<file path="src/rtl/fgba_bus_pkg.sv">
// Shared definitions for the fgba memory-bus arbiter: width codes, arbiter
// state encoding and a counter-width helper.
package fgba_bus_pkg;

    localparam logic [1:0] W_BYTE = 2'd0;
    localparam logic [1:0] W_HALF = 2'd1;
    localparam logic [1:0] W_WORD = 2'd2;

    typedef enum logic [1:0] {
        ARB_IDLE    = 2'd0,
        ARB_BUSY    = 2'd1,
        ARB_RELEASE = 2'd2
    } arb_state_e;

    // Bits needed to hold 0..max_val; never less than one bit so a zero
    // parameter (e.g. timeout disabled) still yields a legal vector.
    function automatic int cnt_width(input int max_val);
        return (max_val < 1) ? 1 : $clog2(max_val + 1);
    endfunction

endpackage

</file>
<file path="src/rtl/arb_pick.sv">
// Combinational winner select for the two-master arbiter.
// Round-robin hands contention to the master that did not own the bus last;
// fixed priority favours m0 until m1 has lost STARVE_LIMIT times in a row.
module arb_pick
    import fgba_bus_pkg::*;
#(
    parameter bit ROUND_ROBIN  = 1'b1,
    parameter int STARVE_LIMIT = 4,
    parameter int SW           = cnt_width(STARVE_LIMIT)
) (
    input  logic          i_req0,
    input  logic          i_req1,
    input  logic          i_owner,
    input  logic [SW-1:0] i_starve_cnt,
    output logic          o_valid,
    output logic          o_winner
);

    localparam logic [SW-1:0] STARVE_MAX = SW'(STARVE_LIMIT);

    // Pick a winner whenever at least one master is requesting.
    always_comb begin
        o_valid  = i_req0 | i_req1;
        o_winner = i_req1;
        if (i_req0 && i_req1) begin
            if (ROUND_ROBIN) begin
                o_winner = ~i_owner;
            end else begin
                o_winner = (i_starve_cnt == STARVE_MAX);
            end
        end
    end

endmodule

</file>
<file path="src/rtl/mem_bus_arbiter.sv">
// Shares the single CPU-side memory port between m0 (cpu_armv4t) and m1
// (DMA/sound fetch). One whole transaction is granted at a time; a
// transaction memory never acknowledges is closed with an error pulse.
// Completion (ok/err) is combinational from mem_ok so the owner sees it in
// the same cycle memory does.
module mem_bus_arbiter
    import fgba_bus_pkg::*;
#(
    parameter bit ROUND_ROBIN  = 1'b1,
    parameter int STARVE_LIMIT = 4,
    parameter int TIMEOUT      = 255
) (
    input  logic        clk,
    input  logic        rstn,
    input  logic [31:0] m0_addr,
    input  logic [31:0] m0_wdata,
    input  logic [1:0]  m0_width,
    input  logic        m0_read,
    input  logic        m0_write,
    output logic [31:0] m0_rdata,
    output logic        m0_ok,
    output logic        m0_err,
    input  logic [31:0] m1_addr,
    input  logic [31:0] m1_wdata,
    input  logic [1:0]  m1_width,
    input  logic        m1_read,
    input  logic        m1_write,
    output logic [31:0] m1_rdata,
    output logic        m1_ok,
    output logic        m1_err,
    output logic [31:0] mem_addr,
    output logic [31:0] mem_wdata,
    output logic [1:0]  mem_width,
    output logic        mem_read,
    output logic        mem_write,
    input  logic [31:0] mem_rdata,
    input  logic        mem_ok,
    output logic        owner
);

    localparam int SW = cnt_width(STARVE_LIMIT);
    localparam int TW = cnt_width(TIMEOUT);
    localparam logic [SW-1:0] STARVE_MAX = SW'(STARVE_LIMIT);
    localparam logic [TW-1:0] TMO_MAX    = TW'(TIMEOUT);
    localparam logic [TW-1:0] TMO_LAST   = TW'((TIMEOUT > 0) ? TIMEOUT - 1 : 0);
    localparam bit            TMO_EN     = (TIMEOUT > 0);

    arb_state_e    r_state;
    logic          r_owner;
    logic [SW-1:0] r_starve_cnt;
    logic [TW-1:0] r_tmo_cnt;

    logic w_req0;
    logic w_req1;
    logic w_pick_valid;
    logic w_winner;
    logic w_busy;
    logic w_own_read;
    logic w_own_write;
    logic w_abandon;
    logic w_done;
    logic w_timeout;
    logic w_finish;

    assign w_req0 = m0_read | m0_write;
    assign w_req1 = m1_read | m1_write;

    arb_pick #(
        .ROUND_ROBIN (ROUND_ROBIN),
        .STARVE_LIMIT(STARVE_LIMIT),
        .SW          (SW)
    ) u_arb_pick (
        .i_req0      (w_req0),
        .i_req1      (w_req1),
        .i_owner     (r_owner),
        .i_starve_cnt(r_starve_cnt),
        .o_valid     (w_pick_valid),
        .o_winner    (w_winner)
    );

    assign w_busy      = (r_state == ARB_BUSY);
    assign w_own_read  = r_owner ? m1_read  : m0_read;
    assign w_own_write = r_owner ? m1_write : m0_write;

    // Abandon wins over everything: a master that let go gets no ok.
    assign w_abandon = w_busy & ~w_own_read & ~w_own_write;
    assign w_done    = w_busy & ~w_abandon & mem_ok;
    assign w_timeout = w_busy & ~w_abandon & ~mem_ok & TMO_EN & (r_tmo_cnt == TMO_LAST);
    assign w_finish  = w_abandon | w_done | w_timeout;

    // A simultaneous read+write is treated as a write; the read is masked.
    assign mem_write = w_busy & w_own_write & ~w_timeout;
    assign mem_read  = w_busy & w_own_read & ~w_own_write & ~w_timeout;

    assign mem_addr  = r_owner ? m1_addr  : m0_addr;
    assign mem_wdata = r_owner ? m1_wdata : m0_wdata;
    assign mem_width = r_owner ? m1_width : m0_width;
    assign owner     = r_owner;

    assign m0_ok    = (w_done | w_timeout) & ~r_owner;
    assign m1_ok    = (w_done | w_timeout) &  r_owner;
    assign m0_err   = w_timeout & ~r_owner;
    assign m1_err   = w_timeout &  r_owner;
    assign m0_rdata = (w_timeout & ~r_owner) ? '0 : mem_rdata;
    assign m1_rdata = (w_timeout &  r_owner) ? '0 : mem_rdata;

    // Arbiter FSM with ownership, starvation and timeout counters.
    always_ff @(posedge clk or negedge rstn) begin
        if (!rstn) begin
            r_state      <= ARB_IDLE;
            r_owner      <= 1'b1;
            r_starve_cnt <= '0;
            r_tmo_cnt    <= '0;
        end else begin
            case (r_state)
                ARB_IDLE: begin
                    if (w_pick_valid) begin
                        r_owner   <= w_winner;
                        r_state   <= ARB_BUSY;
                        r_tmo_cnt <= '0;
                        if (w_winner) begin
                            r_starve_cnt <= '0;
                        end else if (w_req1 && (r_starve_cnt != STARVE_MAX)) begin
                            r_starve_cnt <= r_starve_cnt + 1'b1;
                        end
                    end
                end
                ARB_BUSY: begin
                    if (w_finish) begin
                        r_state <= ARB_RELEASE;
                    end else if (r_tmo_cnt != TMO_MAX) begin
                        r_tmo_cnt <= r_tmo_cnt + 1'b1;
                    end
                end
                ARB_RELEASE: begin
                    r_state <= ARB_IDLE;
                end
                default: begin
                    r_state <= ARB_IDLE;
                end
            endcase
        end
    end

endmodule
</file>
<file path="config.mk">
export PLATFORM = sky130hd
export DESIGN_NAME = mem_bus_arbiter
export DESIGN_NICKNAME = d
export VERILOG_FILES = /design/src/rtl/fgba_bus_pkg.sv /design/src/rtl/arb_pick.sv /design/src/rtl/mem_bus_arbiter.sv
export SDC_FILE = /design/constraint.sdc
export NUM_CORES = 1
export LEC_CHECK = 0
export BUFFER_PORTS_ARGS = -buffer_cell sky130_fd_sc_hd__buf_4
export CAP_MARGIN = 10
export CORE_AREA = 2 2 120 122
export DETAILED_ROUTE_END_ITERATION = 8
export DIE_AREA = 0 0 122 124
export MAX_ROUTING_LAYER = met4
export PLACE_DENSITY = 0.42
export SETUP_SLACK_MARGIN = 0.02
export SKIP_CTS_REPAIR_TIMING = 1
export SYNTH_ARGS = -nofsm -noshare
export SYNTH_HDL_FRONTEND = slang
export SYNTH_SLANG_ARGS = --single-unit
</file>
<file path="constraint.sdc">
create_clock -name clk -period 2.6 [get_ports clk]
set_clock_uncertainty 0.15 [all_clocks]
set_input_delay 0.13 -clock clk [delete_from_list [all_inputs] [get_ports clk]]
set_output_delay 0.13 -clock clk [all_outputs]
set_load 0.03 [all_outputs]
</file>
==> impl_metrics.csv <==
group,metric,value,unit
run_status,status,"complete, no violations",
power,p_per_area,719,nW/um^2
layout,area_delta_synth_final,137,%
timing,holdWs,0.122,ns
floorplan,die-area,15100,sq um
detailed_routing,drt_iter0_markers,92,
global_routing,grt_overflow,0,
synthesis,synthAdderAreaFrac,1.30,%
worst_hold_path,worstHoldPathType,"in2async",
setup_path,critPathMaxFanout,33,
synthesis,yosys_warnings,0,
layout,final_cell_area,4560,sq um
layout,final_util,33.3,%
layout,fin_nets,699,
layout,n_fill_cell,1512,
synthesis,yosysSeqAreaShare,14.4,%
cts,insertion_delay,0.24,ns
cts,clock_path_buffers,2,
timing,finalCriticalPeriod,2.34,ns
synthesis,syn-mean-instance-area,8.63,sq um
layout,regArea,280,sq um
cts,h-tree-depth,1,
floorplan,core,13700,sq um
synthesis,post_synth_and_or_nand_nor_area_fraction,29.0,%
global_routing,grtUsageTotal,15.1,%
placement,place_congestion,0.820,
layout,n_antenna_cell,0,
timing,finalSetupTns,0,ns
setup_path,end_kind,"output pin",
placement,hpwl,10.9,mm
cts,cts-root-buf,"clkbuf_16",
floorplan,dieHeight,124,um
floorplan,rows,43,
setup_path,slowest_stage,"dfrtp_1",
setup_path,rr_startpoint,"owner$_DFFE_PN1P_",
detailed_routing,dr.pass1.iters,4,
timing,maxSlewHeadroom,63.2,%
synthesis,syn-cell-area,1930,sq um
synthesis,yosysTopAreaCell,"mux2_2",
setup_path,start_kind,"register",
synthesis,yosysTopAreaCellShare,38.6,%
cts,cts_made_buffers,3,
cts,clkTransAtPathRegs,0.04,ns
power,leakage,2.29,nW
floorplan,initial_core_util,14.0,%
synthesis,synth_area_leaders,"mux2_2, nor2b_1, dfrtp_1",
detailed_routing,postRouteAntennaNets,0,
synthesis,async_flop_share,100,%
synthesis,synth.area.mux_share,39.6,%
setup_path,arrival,2.06,ns
global_routing,grt_pass1_vias,2704,
cts,cts.sink_count,11,
flow_run,max-cap-violations,0,
global_routing,antenna_found_initial,0,
timing,setup_viol,0,
setup_path,cp.required,2.32,ns
synthesis,syn_nets,396,
layout,multi_input_area,1570,sq um
setup_path,path_cells,"inv_1, ha_1, and4b_1, nand4_2, nor3_4, buf_12, nor2b_1, buf_4",
synthesis,synth_top_family_by_area,"multiplexers",
synthesis,synth_compound_area_share,11.2,%
placement,place_area,4480,sq um
setup_path,cpPeakStageDelay,0.41,ns
synthesis,ys_ff_latch,11,
floorplan,die_w,122,um
synthesis,synth_edf_count,0,
detailed_routing,viasPerCell,3.98,
detailed_routing,vias,2805,
timing,rsz0062_at_grt,"false",
detailed_routing,wl_per_cell,17.6,um
setup_path,crit_type,"reg2out",
synthesis,synth-xor-area-share,0,%
placement,port_buffers,307,
synthesis,netlist_instances,223,
timing,fin_crit_sh,90.2,%
global_routing,grt_pass1_wl,16.7,mm
synthesis,synthFlopType,"dfrtp_1",
global_routing,grt_max_degree,61,
timing,tightest_slew,0.548,ns
timing,final_hold_viol_count,0,
power,vdd_ir_drop_max,0.000355,V
floorplan,io_pins,308,
detailed_routing,wirelength,12.4,mm
timing,clock.fmax,0.427,GHz
setup_path,crit_start,"r_tmo_cnt[0]$_DFFE_PN0P_",
timing,finalMaxSlewViolations,0,
layout,drive_gt1_share,73.7,%
synthesis,synth_cell_types,34,
cts,cts_tree,"yes",
detailed_routing,drc,0,
## final timing paths
path / endpoint / slack, ns / depth (start not counted)
max: m0_rdata[28] / 0.26 / 8
min: r_tmo_cnt[1]$_DFFE_PN0P_ / 0.12 / 2
max in group asynchronous: owner$_DFFE_PN1P_ / 1.95 / 2
min in group clk: r_state[0]$_DFFE_PN0P_ / 0.15 / 4
max reg2reg: r_tmo_cnt[7]$_DFFE_PN0P_ / 0.53 / 5
min reg2reg: owner$_DFFE_PN1P_ / 0.34 / 1
## critical path: cells and delay by family, from the launching register on
family	cells	cell delay, ns
flops	1	0.41
simple gates	4	0.81
fa+ha+maj	1	0.13
buf+inv	3	0.46
## logic make-up after synthesis
| logic type | Yosys count |
|---|---|
| adders and majority gates | 2 |
| and+or+nand+nor | 94 |
| muxes | 68 |
| buffers and inverters | 20 |
| AOI/OAI and AO/OA | 28 |
| DFF | 11 |
## cell type report
class / instances / share of cell area [%]
repair buffers: 313 / 52.4
clock buffers: 4 / 1.73
inverters: 5 / 0.411
flip-flops and latches: 11 / 6.14
multi-input cells: 192 / 34.4
well taps: 180 / 4.93
## layer usage
layer  GRT usage (%)  wire, um
met2            27.2      6520
met4            3.02       221
met1            17.1      4690
met5               -         0
met3            3.57       936
## sequential cells by signal (all words and copies together), names as in the netlist
signal,count
owner,1
r_state,2
r_tmo_cnt,8
## through the flow
step                cells  power (mW)  setup WS (ns)
floorplan             223        1.96          0.455
global placement      700        3.02          0.554
detailed placement    700        3.02          0.512
CTS                   704        3.33          0.256
global route          705        3.46          0.147
finish                705        3.28          0.256
## synthesized netlist by cell type (2+ instances only)
library cell and instances:
inv_1 5, nand3_1 4, a211oi_1 2, o211ai_1 2, a21oi_1 3, buf_2 9, ha_1 2, nand2_1 7
o31ai_1 3, o21ai_0 6, mux2i_1 2, nor2b_1 65, o41ai_1 3, o311ai_1 2, dfrtp_1 10, clkbuf_1 6
mux2_2 66, nor2_1 8, and3_1 3
## cell usage in the layout, fill, tap and decap left out, drive strengths merged, types with 3 or more instances in the layout
master and n:
nand3 4, buf 312, a21oi 3, mux2 66, o31ai 3, o21ai 7, nor2 8, inv 5
nand2 7, and3 3, nor2b 65, clkbuf 4, dfrtp 10, o41ai 3
## power breakdown
group          switching (mW)  total [mW]  leakage [nW]  internal (mW)
sequential             0.0438       0.265         0.146          0.221
clock                  0.0790       0.285        0.0382          0.206
combinational            1.56        2.73          2.10           1.17
total                    1.68        3.28          2.29           1.60
Power figures use the tool's default switching activity.
